$ cat config.mk
export PLATFORM = sky130hd
export DESIGN_NAME = ov7670_capture
export DESIGN_NICKNAME = d
export VERILOG_FILES = /design/src/rtl/ov7670_capture_pkg.sv /design/src/rtl/ov7670_capture_color_proc.sv /design/src/rtl/ov7670_capture.sv
export SDC_FILE = /design/constraint.sdc
export NUM_CORES = 1
export LEC_CHECK = 0
export ABC_AREA = 1
export CAP_MARGIN = 25
export CORE_ASPECT_RATIO = 0.6
export CORE_MARGIN = 1
export CORE_UTILIZATION = 45
export CTS_CLUSTER_SIZE = 24
export DETAILED_ROUTE_END_ITERATION = 6
export GPL_ROUTABILITY_DRIVEN = 0
export HOLD_SLACK_MARGIN = 0.06
export MAX_ROUTING_LAYER = met4
export PLACE_DENSITY = 0.66
export SLEW_MARGIN = 15
export SYNTH_ARGS = -nofsm -noshare
export SYNTH_HDL_FRONTEND = slang
export SYNTH_SLANG_ARGS = --single-unit
$ cat constraint.sdc
create_clock -name clk -period 2.81 [get_ports clk]
set_input_delay 0.562 -clock clk [delete_from_list [all_inputs] [get_ports clk]]
set_output_delay 0.562 -clock clk [all_outputs]
set_load 0.01 [all_outputs]
$ cat src/rtl/ov7670_capture_pkg.sv
// Shared image geometry, buffer widths, colour threshold and test-bar palette
// for the OV7670 capture path and the display side.
package ov7670_capture_pkg;

  localparam int c_img_cols     = 80;
  localparam int c_img_rows     = 60;
  localparam int c_nb_img_pxls  = 13;
  localparam int c_nb_buf_red   = 4;
  localparam int c_nb_buf_green = 4;
  localparam int c_nb_buf_blue  = 4;
  localparam int c_nb_buf       = c_nb_buf_red + c_nb_buf_green + c_nb_buf_blue;

  localparam int c_img_pxls = c_img_cols * c_img_rows;
  localparam int c_cam_cols = 2 * c_img_cols;
  localparam int c_cam_rows = 2 * c_img_rows;

  localparam logic [3:0] c_thresh = 4'd8;

  typedef struct packed {
    logic       rgbmode;
    logic       testmode;
    logic [2:0] rgbfilter;
  } mode_t;

  // Vertical colour bars, 16 frame columns wide each.
  function automatic logic [c_nb_buf-1:0] bar_color(input logic [2:0] idx);
    case (idx)
      3'd0:    bar_color = 12'hFFF;
      3'd1:    bar_color = 12'hF00;
      3'd2:    bar_color = 12'h0F0;
      3'd3:    bar_color = 12'h00F;
      default: bar_color = 12'h000;
    endcase
  endfunction

  function automatic logic [7:0] sat_inc8(input logic [7:0] v);
    return (v == 8'hFF) ? v : v + 8'd1;
  endfunction

endpackage

$ cat src/rtl/ov7670_capture_color_proc.sv
// Combinational pixel formatter: RGB444/YUV packing, per-channel colour
// filter and colour-bar test pattern.
module color_proc
  import ov7670_capture_pkg::*;
(
  input  logic                i_mode_rgb,
  input  logic                i_mode_test,
  input  logic [2:0]          i_filter,
  input  logic [7:0]          i_byte1,
  input  logic [7:0]          i_byte2,
  input  logic [6:0]          i_col,
  output logic [c_nb_buf-1:0] o_pixel
);

  logic [c_nb_buf-1:0] w_raw;
  logic [2:0]          w_chan_ok;

  assign w_raw = {i_byte1[3:0], i_byte2};

  // Channel gi: 2 = R, 1 = G, 0 = B, matching the {R,G,B} filter bits.
  genvar gi;
  generate
    for (gi = 0; gi < 3; gi++) begin : g_chan
      assign w_chan_ok[gi] = i_filter[gi] ? (w_raw[gi*4 +: 4] >= c_thresh)
                                          : (w_raw[gi*4 +: 4] <  c_thresh);
    end
  endgenerate

  always_comb begin
    o_pixel = '0;
    if (i_mode_test) begin
      o_pixel = bar_color(i_col[6:4]);
    end else if (!i_mode_rgb) begin
      o_pixel = {{(c_nb_buf-8){1'b0}}, i_byte1};
    end else if (i_filter == 3'b000 || (&w_chan_ok)) begin
      o_pixel = w_raw;
    end
  end

endmodule

$ cat src/rtl/ov7670_capture.sv
// OV7670 pixel-bus capture: synchronises the camera bus into clk, decimates
// 160x120 by 2 and emits frame-buffer writes plus an end-of-frame pulse.
module ov7670_capture
  import ov7670_capture_pkg::*;
(
  input  logic                     clk,
  input  logic                     rst,
  input  logic                     ov7670_pclk,
  input  logic                     ov7670_vsync,
  input  logic                     ov7670_href,
  input  logic [7:0]               ov7670_d,
  input  logic                     rgbmode,
  input  logic                     testmode,
  input  logic [2:0]               rgbfilter,
  output logic                     frame_we,
  output logic [c_nb_img_pxls-1:0] frame_addr,
  output logic [c_nb_buf-1:0]      frame_pixel,
  output logic                     frame_done
);

  localparam logic [1:0] ST_WAIT_VS = 2'd0;
  localparam logic [1:0] ST_VBLANK  = 2'd1;
  localparam logic [1:0] ST_ACTIVE  = 2'd2;

  localparam logic [7:0]               c_col_lim  = 8'(c_cam_cols);
  localparam logic [7:0]               c_row_lim  = 8'(c_cam_rows);
  localparam logic [c_nb_img_pxls-1:0] c_addr_lim = c_nb_img_pxls'(c_img_pxls);

  logic [10:0]              r_sync1, r_sync2;
  logic                     r_pclk3, r_href3;
  logic [1:0]               r_state;
  mode_t                    r_mode;
  logic                     r_phase;
  logic [7:0]               r_byte1;
  logic [7:0]               r_col, r_row;
  logic [c_nb_img_pxls-1:0] r_wr_addr;
  logic                     r_wrote;
  logic                     r_we;
  logic [c_nb_img_pxls-1:0] r_addr;
  logic [c_nb_buf-1:0]      r_pixel;
  logic                     r_done;

  logic                w_pclk_rise, w_vsync, w_href, w_href_fall, w_take;
  logic [7:0]          w_d;
  logic [c_nb_buf-1:0] w_pixel;

  assign w_pclk_rise = r_sync2[10] & ~r_pclk3;
  assign w_vsync     = r_sync2[9];
  assign w_href      = r_sync2[8];
  assign w_d         = r_sync2[7:0];
  assign w_href_fall = r_href3 & ~w_href;

  // Second byte of an even/even pixel inside the camera window, buffer not full.
  assign w_take = (r_state == ST_ACTIVE) && !w_vsync && w_pclk_rise && w_href &&
                  r_phase && !r_col[0] && !r_row[0] &&
                  (r_col < c_col_lim) && (r_row < c_row_lim) &&
                  (r_wr_addr < c_addr_lim);

  color_proc u_color_proc (
    .i_mode_rgb  (r_mode.rgbmode),
    .i_mode_test (r_mode.testmode),
    .i_filter    (r_mode.rgbfilter),
    .i_byte1     (r_byte1),
    .i_byte2     (w_d),
    .i_col       (r_col[7:1]),
    .o_pixel     (w_pixel)
  );

  always_ff @(posedge clk) begin
    if (rst) begin
      r_sync1   <= '0;
      r_sync2   <= '0;
      r_pclk3   <= 1'b0;
      r_href3   <= 1'b0;
      r_state   <= ST_WAIT_VS;
      r_mode    <= '0;
      r_phase   <= 1'b0;
      r_byte1   <= '0;
      r_col     <= '0;
      r_row     <= '0;
      r_wr_addr <= '0;
      r_wrote   <= 1'b0;
      r_we      <= 1'b0;
      r_addr    <= '0;
      r_pixel   <= '0;
      r_done    <= 1'b0;
    end else begin
      r_sync1 <= {ov7670_pclk, ov7670_vsync, ov7670_href, ov7670_d};
      r_sync2 <= r_sync1;
      r_pclk3 <= r_sync2[10];
      r_href3 <= r_sync2[8];
      r_we    <= 1'b0;
      r_done  <= 1'b0;

      case (r_state)
        ST_WAIT_VS: begin
          if (w_vsync) r_state <= ST_VBLANK;
        end
        ST_VBLANK: begin
          r_row     <= '0;
          r_col     <= '0;
          r_phase   <= 1'b0;
          r_wr_addr <= '0;
          r_wrote   <= 1'b0;
          if (!w_vsync) begin
            r_state          <= ST_ACTIVE;
            r_mode.rgbmode   <= rgbmode;
            r_mode.testmode  <= testmode;
            r_mode.rgbfilter <= rgbfilter;
          end
        end
        ST_ACTIVE: begin
          if (w_vsync) begin
            r_state <= ST_VBLANK;
            r_done  <= r_wrote;
            r_row   <= '0;
            r_col   <= '0;
            r_phase <= 1'b0;
          end else begin
            if (!w_href) r_phase <= 1'b0;
            if (w_href_fall) begin
              r_col <= '0;
              r_row <= sat_inc8(r_row);
            end
            if (w_pclk_rise && w_href) begin
              r_phase <= ~r_phase;
              if (!r_phase) r_byte1 <= w_d;
              else          r_col   <= sat_inc8(r_col);
            end
            if (w_take) begin
              r_we      <= 1'b1;
              r_addr    <= r_wr_addr;
              r_pixel   <= w_pixel;
              r_wr_addr <= r_wr_addr + 1'b1;
              r_wrote   <= 1'b1;
            end
          end
        end
        default: r_state <= ST_WAIT_VS;
      endcase
    end
  end

  assign frame_we    = r_we;
  assign frame_addr  = r_addr;
  assign frame_pixel = r_pixel;
  assign frame_done  = r_done;

endmodule

* After elaboration in Yosys (flattened, before gate mapping) *
Index checks and enable logic that the tools add are counted.
W data, S select, Z words.

word-level totals
  flip-flop bits (word level) = 97
  input port bits = 18
  output and inout port bits = 27

cells by class
  add/sub/neg operators = 3
  $lt $le $gt $ge = 9
  equality and inequality tests = 15
  muxes and demuxes = 31
  bitwise gates (word level) = 7
  reduce and logical (&&, ||, !) cells = 30

operators by type and width
  cell                     count
  $mux W8                  8
  $pmux W12 S4             1
  $mux W12                 3
  $pmux W8 S2              2
  $mux W13                 2
  $pmux W13 S2             1
  $add A8 B1 Y8 const B    2
  $eq A8 B8 Y1 const B     2
  $add A13 B1 Y13 const B  1
  $lt A13 B13 Y1 const B   1
  $ge A4 B4 Y1 const B     3
  $lt A4 B4 Y1 const B     3
  $reduce_and A3 Y1        4
  $logic_and A1 B1 Y1      10
  $mux W1                  9
  $lt A8 B7 Y1 const B     1
  $lt A8 B8 Y1 const B     1
  $reduce_and A2 Y1        4
  $eq A3 B2 Y1 const B     2
  $logic_not A3 Y1         2
  $ne A2 B2 Y1 const B     3
  $ne A3 B3 Y1 const B     2
  $reduce_or A3 Y1         2
  $ne A5 B5 Y1 const B     1
  other kinds (16)         25

* Logic depth before layout (Yosys ltp) *
  depth after elaboration = 13
  gate-level depth with buffers = 10

* Modules after synthesis *
From an unflattened synthesis, not the netlist that was laid out.

unflattened totals
  cell total of the unflattened synthesis = 639
  area, all modules = 4446.8 um^2

by module, submodules not included
  module          instances  cells an instance  area each (um^2)
  ov7670_capture  1          556                4081.4
  color_proc      1          83                 365.4

* Least setup slack after synthesis *
No wires, ideal clock.

  kind = register to register
  from = reg r_state[0]
  to = reg r_wr_addr[7]
  arrival = 1.471 ns
  data required time = 2.678 ns
  setup slack = 1.207 ns
  stages on the path, launching flop included = 11
  period minus slack after synthesis = 1.603 ns
  path through = dfxtp_1 inv_1 ha_1 nand2_1 nor2_4 nand2_4 o21bai_1 nand2_2 buf_6 nand2_1 a21oi_1

between the ends
  word-level cells in the longest chain between the ends = 12
  elaborated cells between the ends (all ways) = 16
  those cells by class = eq/ne: 4; mux: 1; reduce/logical: 11

ends and longest elaborated chain
  item                                line                                        source
  from (decl)                         ov7670_capture.sv:31                        logic [1:0] r_state;
  from (signal assigned)              ov7670_capture.sv:75                        r_state <= ST_WAIT_VS;
  from (signal assigned)              ov7670_capture.sv:97                        if (w_vsync) r_state <= ST_VBLANK;
  from (signal assigned)              ov7670_capture.sv:106                       r_state <= ST_ACTIVE;
  $eq A2 B2 Y1                        ov7670_capture.sv:54, ov7670_capture.sv:95
  $logic_and A1 B1 Y1 (4 in a row)    ov7670_capture.sv:54                        assign w_take = (r_state == ST_ACTIVE) && !w_vsync && w_pclk_rise && w_href &&
  $logic_and A1 B1 Y1 (3 in a row)    ov7670_capture.sv:55                        r_phase && !r_col[0] && !r_row[0] &&
  $logic_and A1 B1 Y1 (2 in a row)    ov7670_capture.sv:56                        (r_col < c_col_lim) && (r_row < c_row_lim) &&
  $ne A2 B2 Y1 (no source line)       n/a
  $reduce_and A3 Y1 (no source line)  n/a
  to (signal assigned)                ov7670_capture.sv:134                       r_wr_addr <= r_wr_addr + 1'b1;
  to (decl)                           ov7670_capture.sv:36                        logic [c_nb_img_pxls-1:0] r_wr_addr;

Parallel ways exist; a longest one is shown, timed or not.
A chain may end at the register's enable or synchronous reset.

* Worst setup path in the final report *
  from = reg r_state[0]
  to = reg r_pixel[0], in the netlist frame_pixel[0]

between the ends
  word-level cells in the longest chain between the ends = 11

ends and longest elaborated chain
  item                                  line                                        source
  $eq A2 B2 Y1 *                        ov7670_capture.sv:54, ov7670_capture.sv:95
  $logic_and A1 B1 Y1 (4 in a row)      ov7670_capture.sv:54
  $logic_and A1 B1 Y1 (3 in a row)      ov7670_capture.sv:55
  $logic_and A1 B1 Y1 (2 in a row)      ov7670_capture.sv:56
  $reduce_and A3 Y1 (no source line) *  n/a
  to (signal assigned)                  ov7670_capture.sv:133                       r_pixel <= w_pixel;
  to (decl)                             ov7670_capture.sv:40                        logic [c_nb_buf-1:0] r_pixel;

Mark *: on every way between the ends. The rest lies on a longest branch, timed or not.

==> summary.md <==
| Metric | Value |
|---|---|
| Period utilisation layout | `0.763` |
| Synth top area share | `0.450` |
| Power Density | `between 600 and 700 nW/um^2` |
| Die Y-Extent | `77.9 um` |
| TNS Setup | `0 ns` |
| Syn_area_per_cell | `around 7.5 sq um` |
| Reg power frac | `0.418` |
| Leakage | `2.01 nW` |
| Startpoint types | `flop` |
| Final nets | `643` |
| CP most frequent cell | `nor2_1` |
| Pin count of the biggest net entering global routing | `59` |
| Rows | `27` |
| Gr usage total | `0.221` |
| # IOs | `45` |
| CP Max Fanout | `51` |
| Post-synthesis mux area share | `0` |
| Synth unique cells | `36` |
| VDD IR max | `between 0.0005 and 0.0006 V` |
| Drt drc | `0` |
| GRT Max-Usage Layer | `met2` |
| Cell Area, Placed | `between 4000 and 5000 sq um` |
| Synth area leader | `dfxtp_1` |
| Synth Cell Area | `between 4000 and 5000 sq um` |
| Filler cells | `889` |
| Detailed placer's ending HPWL | `between 6 and 7 mm` |
| Post-synthesis sequential area ratio | `0.450` |
| Critical Path Sink Type | `flop` |
| Wire per inst | `between 10 and 15 um` |
| Met1 usage | `0.302` |
| Placed cells | `about 740` |
| CTS resizes | `0` |
| Synth Area in XOR/XNOR | `0.0142` |
| Post-Route Skew | `between 0.009 and 0.01 ns` |
| Maximum achievable frequency | `roughly 470 MHz` |
| Switching Fraction | `0.333` |
| Max Slew Vio Count | `0` |
| Clk sink count | `97` |
| Synth warn | `0` |
| Met3 Track Usage GR | `0.0648` |
| Post-synthesis adder-cell area fraction | `0.0232` |
| M2 GR Usage | `0.317` |
| Cts hold-fix bufs | `0` |
| CP peak stage delay | `between 0.5 and 0.6 ns` |
| Crit path buf inv count | `1` |
| Hold Vio Cnt, Final | `0` |
| Skew-Pair Late Insertion Delay | `~0.35 ns` |
| Initial antenna violation count | `0` |
| Critical path cell sequence | `inv_1, ha_1, nand2_1, nor2_4, nand2_4, nor2_8, nand2_2, nor2_1, nor2_1` |
| Buffer count from post-CTS setup fixing | `0` |
| Area Overhead vs Synth | `18.9%` |
| CP Data Arrival Time | `~2.4 ns` |
| Core ar. | `9260 sq um` |
| Slew at the pin closest to its max-slew limit | `0.704 ns` |
| GRT overflow | `0` |
| Total wire length | `approximately 9.8 mm` |
| Main combinational cell family by area after synthesis | `simple AND/OR/NAND/NOR gates` |
| Initial Util | `0.467` |
| Combinational share of power | `0.223` |
| Max_cap viols | `0` |
| Via Count | `3875` |
| Port Buffers | `44` |
| DR vias/cell | `roughly 5.2` |
| Vias in the first global route | `roughly 3400` |
| Full die area | `approximately 10000 sq um` |
| Syn_nets | `605` |
| Largest cells by area after synthesis | `dfxtp_1 (45%), nor2_1 (8.8%), nand2_1 (7.3%)` |
| CTS buffer count | `9` |
| Root buffer cell | `clkbuf_16` |
| Simple-Gate Fraction of Synth Area | `0.280` |
| Required @ worst endpoint | `roughly 3.1 ns` |
| Synthesis-stage register bit count | `97` |
| ANT cells | `0` |
| Internal | `2.38 mW` |
| Die width | `128 um` |
| Tmin final | `around 2.1 ns` |
| Tightest Hold Check Type | `flop to flop` |
| Layout cell share with drive strength beyond 1 | `0.0756` |
| Net Switching | `1.19 mW` |
| RSZ-0062 raised after global routing | `false` |
| Slew margin rel. | `0.530` |
| Final Cell Area | `slightly above 5000 sq um` |
| Cells after Synth | `579` |
| Critical Path Slowest Stage Cell | `nor2_8` |
| Drt pass-1 iters | `5` |
| CP Class | `flop to flop` |
| Final non-filler cell total | `about 750` |
| Final setup violation count | `0` |
| Initial drt markers | `398` |
| Worst path top cell family by delay | `simple AND/OR/NAND/NOR gates` |
| CTS tree | `yes` |
| Clk network pwr share | `0.359` |
| Clock Pin Slew Worst Setup and Hold Paths | `approximately 0.070 ns` |
| Synth Area in Compound Gates | `0.141` |
| Routed Antenna Nets | `0` |
| Clock Path Buffers | `2` |
| Outcome | `finished, final reports clean` |
| First-pass GRT wire length | `approximately 17 mm` |
| H-tree depth | `3` |
## stage by stage
| stage | power, mW | setup WS [ns] | hold WS, ns | utilization |
|---|---|---|---|---|
| after detailed placement | 2.32 | 0.671 | 0.396 | 0.521 |
| after floorplan | 2.12 | 1.21 | 0.388 | - |
| after CTS | 3.59 | 0.666 | 0.407 | 0.555 |
| final | 3.57 | 0.666 | 0.404 | 0.555 |
| after global routing | 3.76 | 0.381 | 0.426 | 0.555 |
| after global placement | 2.30 | 0.758 | 0.396 | 0.521 |
## cell type report
cell class	count	area [sq um]	area share
multi-input combinational	388	1980	0.386
inverter	73	274	0.0533
tap	130	163	0.0317
sequential	97	1940	0.378
timing repair buffer	48	465	0.0906
clock inverter	6	71.3	0.0139
clock buffer	10	239	0.0465
## final timing paths
path | startpoint | slack [ns] | end | cells past startpoint
max reg2reg | r_state[0]$_SDFFE_PP0P_ | 0.67 | frame_pixel[0]$_SDFFE_PP0P_ | 9
max | r_state[0]$_SDFFE_PP0P_ | 0.67 | frame_pixel[0]$_SDFFE_PP0P_ | 9
min reg2reg | r_sync1[1]$_SDFF_PP0_ | 0.40 | r_sync2[1]$_SDFF_PP0_ | 2
min | r_sync1[1]$_SDFF_PP0_ | 0.40 | r_sync2[1]$_SDFF_PP0_ | 2
## worst reg2reg max path, stage by stage (launching register included)
cell and delay (ns):
dfxtp_1 0.34, inv_1 0.10, ha_1 0.22, nand2_1 0.15
nor2_4 0.21, nand2_4 0.09, nor2_8 0.54, nand2_2 0.18
nor2_1 0.15, nor2_1 0.05
## synth_stat cells (all sizes together)
cell type / n
o21bai: 2
xor2: 3
clkbuf: 10
buf: 11
o21ai: 46
nand2: 89
inv: 72
or2: 2
o31ai: 1
nor3: 9
a21oi: 40
o22ai: 1
a211oi: 12
nand3: 44
ha: 8
dfxtp: 97
nand3b: 1
xnor2: 4
clkinv: 1
a31oi: 1
nand4: 20
nor2: 105
## cell usage in the layout (no fill, tap or decap), types with 2 or more instances in the layout
cell type | netlist | routed
nor3_1 | 8 | 8
nor2_2 | 2 | 2
inv_6 | 0 | 2
nand2_2 | 4 | 4
o21ai_1 | 4 | 4
ha_1 | 8 | 8
nand2_1 | 84 | 84
nor2_1 | 101 | 101
or2_2 | 2 | 2
o21bai_1 | 2 | 2
o21ai_0 | 42 | 42
dfxtp_1 | 97 | 97
xnor2_1 | 4 | 4
clkbuf_16 | 0 | 9
nand4_1 | 19 | 19
a211oi_2 | 11 | 11
buf_4 | 2 | 4
clkdlybuf4s50_1 | 0 | 43
nand3_1 | 43 | 43
xor2_1 | 3 | 3
a21oi_1 | 40 | 40
inv_1 | 71 | 71
## flip-flops by register name, summed over array words and instances (netlist names)
register,count
r_state,2
frame_we,1
r_wrote,1
r_phase,1
frame_done,1
r_col,8
r_href3,1
r_mode,5
r_pclk3,1
frame_addr,13
r_row,8
r_sync2,11
r_byte1,8
frame_pixel,12
r_sync1,11
r_wr_addr,13
## layer usage
metal | routed length (um) | part of all wire | vias up
met2 | 4070 | 0.42 | 103
met3 | 525 | 0.054 | 11
li1 | - | - | 1955
met4 | 99 | 0.010 | 0
met5 | 0 | 0 | -
met1 | 5080 | 0.52 | 1806
## kinds of logic (layout without fill, tap and decap cells)
group / count (synthesis) / in the layout
AO/OA/AOI/OAI: 103 / 103
XOR/XNOR: 7 / 7
adder cells (fa/ha/maj): 8 / 8
buffers and inverters: 94 / 137
flip-flops: 97 / 97
AND/OR/NAND/NOR: 270 / 270
## power groups by stage
| stage | registers [mW] | clock network [mW] | logic (mW) |
|---|---|---|---|
| finish | 1.49 | 1.28 | 0.797 |
| global route | 1.50 | 1.36 | 0.899 |
| CTS | 1.49 | 1.30 | 0.795 |
| global placement | 1.52 | 0 | 0.785 |
| floorplan | 1.51 | 0 | 0.611 |
| detailed placement | 1.52 | 0 | 0.792 |
(Power assumes the default switching activity.)
